### src/rtl/alu_exec_stage.sv
// Execute-stage ALU: computes on accept, holds results in a 2-entry in-order buffer,
// and presents the head entry with Zero/Overflow/IllegalOp flags downstream.
module alu_exec_stage #(
    parameter int WIDTH = 32,
    parameter int CNT_W = 8
) (
    input  logic             clk,
    input  logic             rst_n,
    input  logic             in_valid,
    output logic             in_ready,
    input  logic [3:0]       ALU_Op,
    input  logic [WIDTH-1:0] SrcA,
    input  logic [WIDTH-1:0] SrcB,
    output logic             out_valid,
    input  logic             out_ready,
    output logic [WIDTH-1:0] Result,
    output logic             Zero,
    output logic             Overflow,
    output logic             IllegalOp,
    output logic [CNT_W-1:0] IllegalCnt
);

    typedef struct packed {
        logic [WIDTH-1:0] result;
        logic             zero;
        logic             ovf;
        logic             illegal;
    } entry_t;

    localparam entry_t EMPTY = '{result: {WIDTH{1'b0}}, zero: 1'b0, ovf: 1'b0, illegal: 1'b0};

    // Bit 3 of the op selects subtract: the adder sees ~B with carry-in 1.
    function automatic entry_t alu_compute(input logic [3:0]       op,
                                           input logic [WIDTH-1:0] a,
                                           input logic [WIDTH-1:0] b);
        logic [WIDTH-1:0] b_eff;
        logic [WIDTH-1:0] sum;
        logic             ovf;
        entry_t           e;
        b_eff = op[3] ? ~b : b;
        sum   = a + b_eff + {{(WIDTH-1){1'b0}}, op[3]};
        ovf   = (a[WIDTH-1] == b_eff[WIDTH-1]) && (sum[WIDTH-1] != a[WIDTH-1]);
        e     = EMPTY;
        case (op)
            4'b0000: e.result = a & b;
            4'b0001: e.result = a | b;
            4'b0010: e.result = a ^ b;
            4'b0011: e.result = ~(a ^ b);
            4'b0100, 4'b1100: begin
                e.result = sum;
                e.ovf    = ovf;
            end
            4'b1101: e.result = {{(WIDTH-1){1'b0}}, sum[WIDTH-1] ^ ovf};
            default: e.illegal = 1'b1;
        endcase
        e.zero = (e.result == {WIDTH{1'b0}});
        return e;
    endfunction

    entry_t           head_r, tail_r, head_s, tail_s, new_s;
    logic [1:0]       count_r, count_s;
    logic [CNT_W-1:0] ill_cnt_r, ill_cnt_s;
    logic             in_ready_r;
    logic             push_s, pop_s;

    assign push_s = in_valid && in_ready_r;
    assign pop_s  = (count_r != 2'd0) && out_ready;

    // Next-state for the buffer slots, occupancy and illegal-op counter.
    always_comb begin
        new_s     = alu_compute(ALU_Op, SrcA, SrcB);
        head_s    = head_r;
        tail_s    = tail_r;
        count_s   = count_r;
        ill_cnt_s = ill_cnt_r;
        if (push_s && pop_s) begin
            // Only reachable with one entry held: the new op replaces the head.
            head_s = new_s;
        end else if (push_s) begin
            if (count_r == 2'd0) begin
                head_s = new_s;
            end else begin
                tail_s = new_s;
            end
            count_s = count_r + 2'd1;
        end else if (pop_s) begin
            head_s  = tail_r;
            tail_s  = EMPTY;
            count_s = count_r - 2'd1;
        end else begin
            count_s = count_r;
        end
        if (push_s && new_s.illegal && (ill_cnt_r != {CNT_W{1'b1}})) begin
            ill_cnt_s = ill_cnt_r + {{(CNT_W-1){1'b0}}, 1'b1};
        end else begin
            ill_cnt_s = ill_cnt_r;
        end
    end

    // State registers; in_ready is registered so it never depends on out_ready.
    always_ff @(posedge clk) begin
        if (!rst_n) begin
            head_r     <= EMPTY;
            tail_r     <= EMPTY;
            count_r    <= 2'd0;
            ill_cnt_r  <= {CNT_W{1'b0}};
            in_ready_r <= 1'b0;
        end else begin
            head_r     <= head_s;
            tail_r     <= tail_s;
            count_r    <= count_s;
            ill_cnt_r  <= ill_cnt_s;
            in_ready_r <= (count_s != 2'd2);
        end
    end

    assign in_ready   = in_ready_r;
    assign out_valid  = (count_r != 2'd0);
    assign Result     = head_r.result;
    assign Zero       = head_r.zero;
    assign Overflow   = head_r.ovf;
    assign IllegalOp  = head_r.illegal;
    assign IllegalCnt = ill_cnt_r;

endmodule

### config.mk
export PLATFORM = sky130hd
export DESIGN_NAME = alu_exec_stage
export DESIGN_NICKNAME = d
export VERILOG_FILES = /design/src/rtl/alu_exec_stage.sv
export SDC_FILE = /design/constraint.sdc
export NUM_CORES = 1
export LEC_CHECK = 0
export CAP_MARGIN = 20
export CORE_MARGIN = 2
export CORE_UTILIZATION = 52
export CTS_CLUSTER_DIAMETER = 30
export DETAILED_ROUTE_END_ITERATION = 8
export GPL_TIMING_DRIVEN = 0
export PLACE_DENSITY = 0.81
export SYNTH_ARGS = -nofsm -noshare
export SYNTH_HDL_FRONTEND = slang
export SYNTH_SLANG_ARGS = --single-unit
### constraint.sdc
create_clock -name clk -period 7.25 [get_ports clk]
set_input_delay 0.725 -clock clk [delete_from_list [all_inputs] [get_ports clk]]
set_output_delay 0.725 -clock clk [all_outputs]
set_load 0.01 [all_outputs]
# == Yosys cells after proc, flatten, opt, wreduce, memory -nomap -nowiden ==
# Cells that the tools add are included.
# totals
output_inout_bits,45
regBits,81
inputBits,72
# op_classes
bitwise_logic,7
n_reduce_logical,16
mux,14
n_addsub,5
eq_ne,12
# ops
op,n
$mux W35,7
$pmux W32 S6,1
$not A32 Y32,2
$add A32 B1 Y32,1
$add A32 B32 Y32,1
$and A32 B32 Y32,1
$logic_not A32 Y1,1
$mux W32,1
$or A32 B32 Y32,1
$xor A32 B32 Y32,1
$add A8 B1 Y8 const B,1
$eq A4 B2 Y1 const B,2
$eq A4 B4 Y1 const B,2
$ne A8 B8 Y1 const B,1
$reduce_or A7 Y1,1
$logic_and A1 B1 Y1,6
$mux W2,3
$eq A4 B1 Y1 const B,1
$eq A4 B3 Y1 const B,1
$logic_not A4 Y1,1
$ne A2 B2 Y1 const B,2
$reduce_bool A2 Y1,2
$ne A3 B1 Y1 const B,1
$reduce_and A3 Y1,1
11 further kinds,12

# == Logic depth before layout (Yosys ltp) ==
# Gate-level depths: netlist of the first run.
# logic_depth
ltp_word,12
mapped_depth,14
depth_no_buf,12

# == Least setup slack after synthesis of the first run ==
# OpenSTA, ideal clock, no wires.
# synth_timing
path_kind,input-to-reg
start,input ALU_Op[3]
end,"register head_r, in the netlist Zero"
setup_ps,92
arrival_time_ps,3770
slack_ps,3387
path_stages,13
path_buffers,2
cell_sequence,buf_2 buf_1 xor2_1 ha_1 a21oi_4 o2111ai_1 a21o_1 o211ai_2 a21oi_2 or3_4 a31oi_4 or4b_1 o32ai_1
# synth_between
elab_chain_len,11
elab_cells_between_ends,20
cone_classes,add/sub (2); eq/ne (8); mux (5); bitwise (1); reduce/logical (4)
# synth_lines
element,line_no,rtl
from (decl),11,"input logic [3:0] ALU_Op,"
$mux W32,40,b_eff = op[3] ? ~b : b;
$add A32 B32 Y32,41,"sum = a + b_eff + {{(WIDTH-1){1'b0}}, op[3]};"
$add A32 B1 Y32,41,
$ne A1 B1 Y1,42,ovf = (a[WIDTH-1] == b_eff[WIDTH-1]) && (sum[WIDTH-1] != a[WIDTH-1]);
$logic_and A1 B1 Y1,42,
$xor A1 B1 Y1,53,"4'b1101: e.result = {{(WIDTH-1){1'b0}}, sum[WIDTH-1] ^ ovf};"
$pmux W32 S6 *,44,case (op)
$logic_not A32 Y1 *,56,e.zero = (e.result == {WIDTH{1'b0}});
$mux W35,80,if (count_r == 2'd0) begin
$mux W35,79,end else if (push_s) begin
$mux W35 *,76,if (push_s && pop_s) begin
to (signal assigned),109,head_r <= head_s;
to (decl),60,"entry_t head_r, tail_r, head_s, tail_s, new_s;"
# Mark *: on every way between the ends. The rest lies on a longest branch, timed or not. The select of a mux whose other input is x is not followed.
# A chain may end at the register's enable or synchronous reset.

# == Final worst setup path of the first run ==
# layout_timing
start,input ALU_Op[3]
end,register tail_r[2] (netlist bit)
# layout_between
elab_chain_len,10
elab_cells_between_ends,19
cone_classes,add/sub (2); eq/ne (8); mux (4); bitwise (1); reduce/logical (4)
# layout_lines
element,line_no,rtl
$mux W32,40,
$add A32 B32 Y32,41,
$add A32 B1 Y32,41,
$ne A1 B1 Y1,42,
$logic_and A1 B1 Y1,42,
$xor A1 B1 Y1,53,
$pmux W32 S6 *,44,
$logic_not A32 Y1 *,56,
$mux W35 *,80,
$mux W35 *,79,
to (signal assigned),110,tail_r <= tail_s;
to (decl),60,
# Marked as above.

==> results of run 1 <==
final timing paths:
path | end | slack, ns | cells past startpoint
setup / recovery | tail_r[2] | 2.26 | 13
hold / removal | in_ready | 0.45 | 1
setup reg to reg | tail_r[8] | 4.40 | 9
hold reg to reg | in_ready | 0.45 | 1
power breakdown:
part	total (mW)	switching, mW	internal (mW)	leakage [nW]
registers	0.498	0.0199	0.478	0.655
logic	0.886	0.558	0.328	3.48
clock network	0.484	0.210	0.274	0.146
total	1.87	0.788	1.08	4.28
sequential cells by signal (all words and copies together) (netlist names):
signal / cells
Overflow: 1
tail_r: 35
Zero: 1
in_ready: 1
IllegalOp: 1
IllegalCnt: 8
count_r: 2
Result: 32
worst max-delay path, stage by stage:
cell and delay, ns:
buf_2 0.20, buf_1 0.69, xor2_1 0.16, ha_1 0.42, a21oi_1 0.41, o21ai_0 0.30, nor4_1 0.39, o21ai_0 0.23
and3_1 0.22, nor3_1 0.65, nor3b_1 0.36, nand4_1 0.17, o31ai_1 0.30
cell type report:
| type | instances | area (µm²) |
|---|---|---|
| fillers | 1455 | 5730 |
| clock inverters | 7 | 85.1 |
| flip-flops and latches | 81 | 1620 |
| well taps | 216 | 270 |
| inverters | 75 | 282 |
| plain buffers | 65 | 299 |
| repair buffers | 113 | 1130 |
| multi-input cells | 905 | 6250 |
| clock buffers | 9 | 225 |
stage by stage:
step                      instances   util
final                          1471  0.640
after global routing           1471  0.640
after CTS                      1471  0.640
after detailed placement       1455  0.620
after global placement         1455  0.620
after floorplan                1126      -
logic make-up (layout without fill, tap and decap cells):
logic type,Yosys count,after routing,share of synthesized area
xor gates and xnor gates,46,46,0.0477
AOI/OAI and AO/OA,316,316,0.249
muxes,74,74,0.0889
and+or+nand+nor,371,371,0.208
adders and majority gates,98,98,0.146
DFF,81,81,0.192
buffers and inverters,140,269,0.0687
placed cells by master, fill, tap and decap left out, types with 10 or more instances in the layout:
master	Yosys	routed
a21o_1	10	10
a211oi_1	28	28
mux2i_1	68	68
clkdlybuf4s50_1	0	113
a22oi_1	14	14
nor3_1	20	20
dfxtp_1	81	81
xor2_1	37	37
o211ai_1	12	12
nand4_1	16	16
nand3_1	23	23
nand2b_1	10	10
o21ai_0	47	47
inv_1	75	75
a21oi_1	107	107
a31oi_1	12	12
clkbuf_1	38	38
and3_1	12	12
ha_1	97	97
nand2_1	110	110
nor2_1	125	125
routing by layer:
layer  track usage  vias to the layer above
met5             0                        -
met4         0.112                        0
met3        0.0432                       80
met2         0.500                      465
met1         0.410                     4166
li1              -                     4269
==> impl_metrics.yaml, run 1 <==
die:
  core_area_um2: 15900
  initial_utilization: 0.532
  die_h_um: 131
  die_w_um: 131
  core.rowCount: 46
  ios: 117
  die_area_um2: 17300
detailed_routing:
  met2_length_um: 12300
  antenna_left: 0
  topRoutingLayerUsed: "met4"
  post_drt_via_cell_ratio: 6.10
  route.met3.wl_um: 2490
  first_pass_iters: 6
  dr_total_vias: 8980
  met1_length_um: 11500
  wl_um: 27300
  drcViolationCount: 0
  wl_per_cell_um: 18.5
  drt_iter0_drc: 1017
global_routing:
  grt_pass1_wl_um: 42800
  grt_pass1_vias: 8170
  grt_overflow: 0
  grt_max_degree: 17
  grt_usage: 0.306
  antenna_found_initial: 0
sta:
  timing.final.crit_share: 0.689
  worst_pin_slew_ns: 0.966
  setup_tns_ns: 0
  min_period_ns: 4.99
  hold_slack_ns: 0.455
  maxSlewHeadroom: 0.356
  grt_setup_unrepaired: "false"
  fmax_mhz: 200
  slew_violations: 0
  fin_ws_ns: 2.26
  finalSetupViolCount: 0
  hold_viol: 0
  finalClockSkew_ns: 0.00954
logic_synthesis:
  ys.flop_type: "dfxtp_1"
  syn-cell-area_um2: 8450
  yosysTopAreaCellShare: 0.192
  ys_types: 86
  yosysTopAreaCell: "dfxtp_1"
  yosys_warnings: 0
  yosysSeqAreaShare: 0.192
  synth_nets: 1296
  synthTopCellsByCount: "nor2_1, nand2_1, a21oi_1"
  yosysMostFrequentCell: "nor2_1"
  synth_edf_count: 0
  syn_inst: 1126
  async_reset_ff_frac: 0
  syn_area_per_cell_um2: 7.50
  synthTopCellsByArea: "dfxtp_1, ha_1, mux2i_1"
  ys_ff_latch: 81
finish:
  antenna_cells: 0
  nets: 1420
  drive_above_1_share: 0.0590
  area_growth_pct: 20.3
  final_cell_area_um2: 10200
critical_path:
  critPathKind: "primary input to flop"
  required_ns: 7.50
  worstSetupStartpointType: "primary input"
  cp.arrival_ns: 5.24
  cp-startpoint: "ALU_Op[3]"
  critPathCaptureType: "flop"
  reg2reg_from: "in_ready"
  critPathMaxFanout: 10
hold_path:
  hp-start: "count_r[0]"
  worstHoldPathType: "flop to flop"
pwr:
  vdd_drop_max_mv: 0.159
  power_density_nw_per_um2: 184
  power_leakage_nw: 4.28
  total_power_mw: 1.87
cts:
  cts_buffer_depth: 2
  post_cts_buffers: 0
  clk_latency_ns: 0.35
  cts_tree: "yes"
  cts_made_buffers: 9
  cts_resized: 0
  htreeDepth: 3
  path_clk_slew_ns: 0.07
  cts.sinks: 81
  clock-root-buffer: "clkbuf_16"
  cts-hold-fix-buffers: 0
place:
  portBuffers: 113
  placed_area_um2: 9850
  hpwl_um: 21100
  gp_congestion: 1.01
  post-place-ws_ns: 2.14
flow_run:
  max_cap_viol_count: 0
status:
  outcome: "finished clean"
Power figures use the tool's default switching activity.
==> run 2: changes to the inputs <==
==> constraint.sdc (replaced) <==
create_clock -name clk -period 4.77 [get_ports clk]
set_input_delay 0.477 -clock clk [delete_from_list [all_inputs] [get_ports clk]]
set_output_delay 0.477 -clock clk [all_outputs]
set_load 0.01 [all_outputs]
==> run 2 against run 1 <==
  * Worst setup slack got worse by 2.0 ns
  * Die area stayed put
  * Power rose by 52%
  * Hold slack worse by 0.0014 ns
==> impl_metrics.yaml, run 2 (synthesis results as in run 1) <==
status:
  outcome: "finished clean"
detailed_routing:
  drt_iter0_drc: 1028
  dr_total_vias: 8954
  antenna_left: 0
  drcViolationCount: 0
  wl_per_cell_um: 18.4
  first_pass_iters: 6
  post_drt_via_cell_ratio: 6.09
  wl_um: 27100
sta:
  finalSetupViolCount: 0
  finalClockSkew_ns: 0.00964
  worst_pin_slew_ns: 0.971
  grt_setup_unrepaired: "false"
  slew_violations: 0
  hold_slack_ns: 0.454
  setup_tns_ns: 0
  fin_ws_ns: 0.262
  timing.final.crit_share: 0.945
  hold_viol: 0
  min_period_ns: 4.51
  maxSlewHeadroom: 0.353
  fmax_mhz: 222
global_routing:
  grt_max_degree: 17
  grt_overflow: 0
  grt_pass1_vias: 8170
  top_usage_layer: "met2"
  use_met2: 0.500
  grt_usage: 0.306
  grtUsageMet3: 0.0432
  antenna_found_initial: 0
  grt_pass1_wl_um: 42800
  grtUsageMet1: 0.410
pwr:
  power_leakage_nw: 4.29
  power_density_nw_per_um2: 279
  total_power_mw: 2.84
  intPower_mw: 1.64
  power_switching_mw: 1.19
  power_frac_comb: 0.474
  p_sw_frac: 0.421
  pwr-share-clk: 0.259
  vdd_drop_max_mv: 0.242
  pwr-share-seq: 0.267
die:
  die_area_um2: 17300
  die_h_um: 131
  ios: 117
  die_w_um: 131
  core_area_um2: 15900
  initial_utilization: 0.532
  core.rowCount: 46
critical_path:
  worstSetupStartpointType: "primary input"
  crit_family: "simple AND/OR/NAND/NOR gates"
  path_buf_inv: 2
  critPathMaxFanout: 10
  slowest_delay_ns: 0.59
  critPathKind: "primary input to flop"
  cp.arrival_ns: 4.77
  required_ns: 5.03
  crit_slowest_cell: "clkdlybuf4s15_1"
  path_cells: "buf_2 -> clkdlybuf4s15_1 -> xor2_1 -> ha_1 -> a21oi_1 -> o21ai_0 -> nor4_1 -> o21ai_0 -> and3_1 -> nor3_2 -> nor3b_1 -> nand4_1 -> o32ai_1"
  critPathCaptureType: "flop"
  critPathMostFrequentCell: "o21ai_0"
finish:
  area_growth_pct: 20.4
  fin_cells: 1471
  regMostFlops: "tail_r"
  mostFrequentLayoutCell: "nor2_1"
  nFillCells: 1452
  layout_common_cells: "nor2_1, clkdlybuf4s50_1, nand2_1"
  largest_reg_flops: 35
  nets: 1420
  antenna_cells: 0
  drive_above_1_share: 0.0598
cts:
  clk_latency_ns: 0.35
  cts.sinks: 81
  path_clk_slew_ns: 0.07
  cts_tree: "yes"
  htreeDepth: 3
  cts_buffer_depth: 2
  cts_made_buffers: 9
  clock-root-buffer: "clkbuf_16"
place:
  portBuffers: 113
  hpwl_um: 21100
  post-place-ws_ns: -0.0965
  placed_cells: 1455
  gp_congestion: 1.01
hold_path:
  worstHoldPathType: "flop to flop"
flow_run:
  max_cap_viol_count: 0
-- run 2: changes by cell type in the layout (fill, tap and decap cells not counted), sizes merged --
cell	change
buf	-1
clkdlybuf4s15	+1
-- run 2: worst reg2reg max path, stage by stage (launching register included) --
cell and delay, ns:
dfxtp_1 0.35, and2_1 0.13, clkbuf_1 0.34, xnor2_1 0.13, or2_2 0.28, clkbuf_1 0.28
nor2_1 0.44, clkbuf_1 0.53, a22oi_1 0.15, nor2_1 0.13
-- run 2: what timing repair did --
action / in CTS / in global routing
setup buffers: 0 / 0
resized for setup: 0 / 2
endpoints found under the setup margin: 0 / 2
hold buffers: 0 / 0
-- run 2: area by class of cell --
type,instances,area (µm²),area share
buffer,65,305,0.0300
clock buffer,9,225,0.0221
clock inverter,7,85.1,0.00837
inverter,75,282,0.0277
multi-input combinational,905,6250,0.615
sequential,81,1620,0.159
tap,216,270,0.0266
timing repair buffer,113,1130,0.111
-- run 2: power groups by stage --
stage               Clock (mW)  Combinational (mW)  Sequential (mW)
finish                   0.734                1.34            0.757
global route             0.762                1.46            0.762
CTS                      0.730                1.31            0.756
detailed placement           0                1.30            0.771
global placement             0                1.28            0.770
floorplan                    0               0.845            0.783
-- run 2: path summary, 6_finish.rpt --
path / from / to / slack [ns] / depth (start not counted)
setup reg to reg: in_ready / tail_r[8] / 1.95 / 9
hold reg to reg: count_r[0] / in_ready / 0.45 / 1
hold / removal: count_r[0] / in_ready / 0.45 / 1
setup / recovery: ALU_Op[3] / Zero / 0.26 / 13
-- run 2: metrics by stage --
step / util / cell area (µm²)
after floorplan: - / 8450
after global placement: 0.620 / 9850
after global routing: 0.640 / 10200
after CTS: 0.640 / 10200
final: 0.640 / 10200
after detailed placement: 0.620 / 9850
-- run 2: per-layer routing --
layer | wire [µm] | share of wire
met2 | 12400 | 0.46
met1 | 11600 | 0.43
met4 | 901 | 0.033
met3 | 2300 | 0.085
met5 | 0 | 0
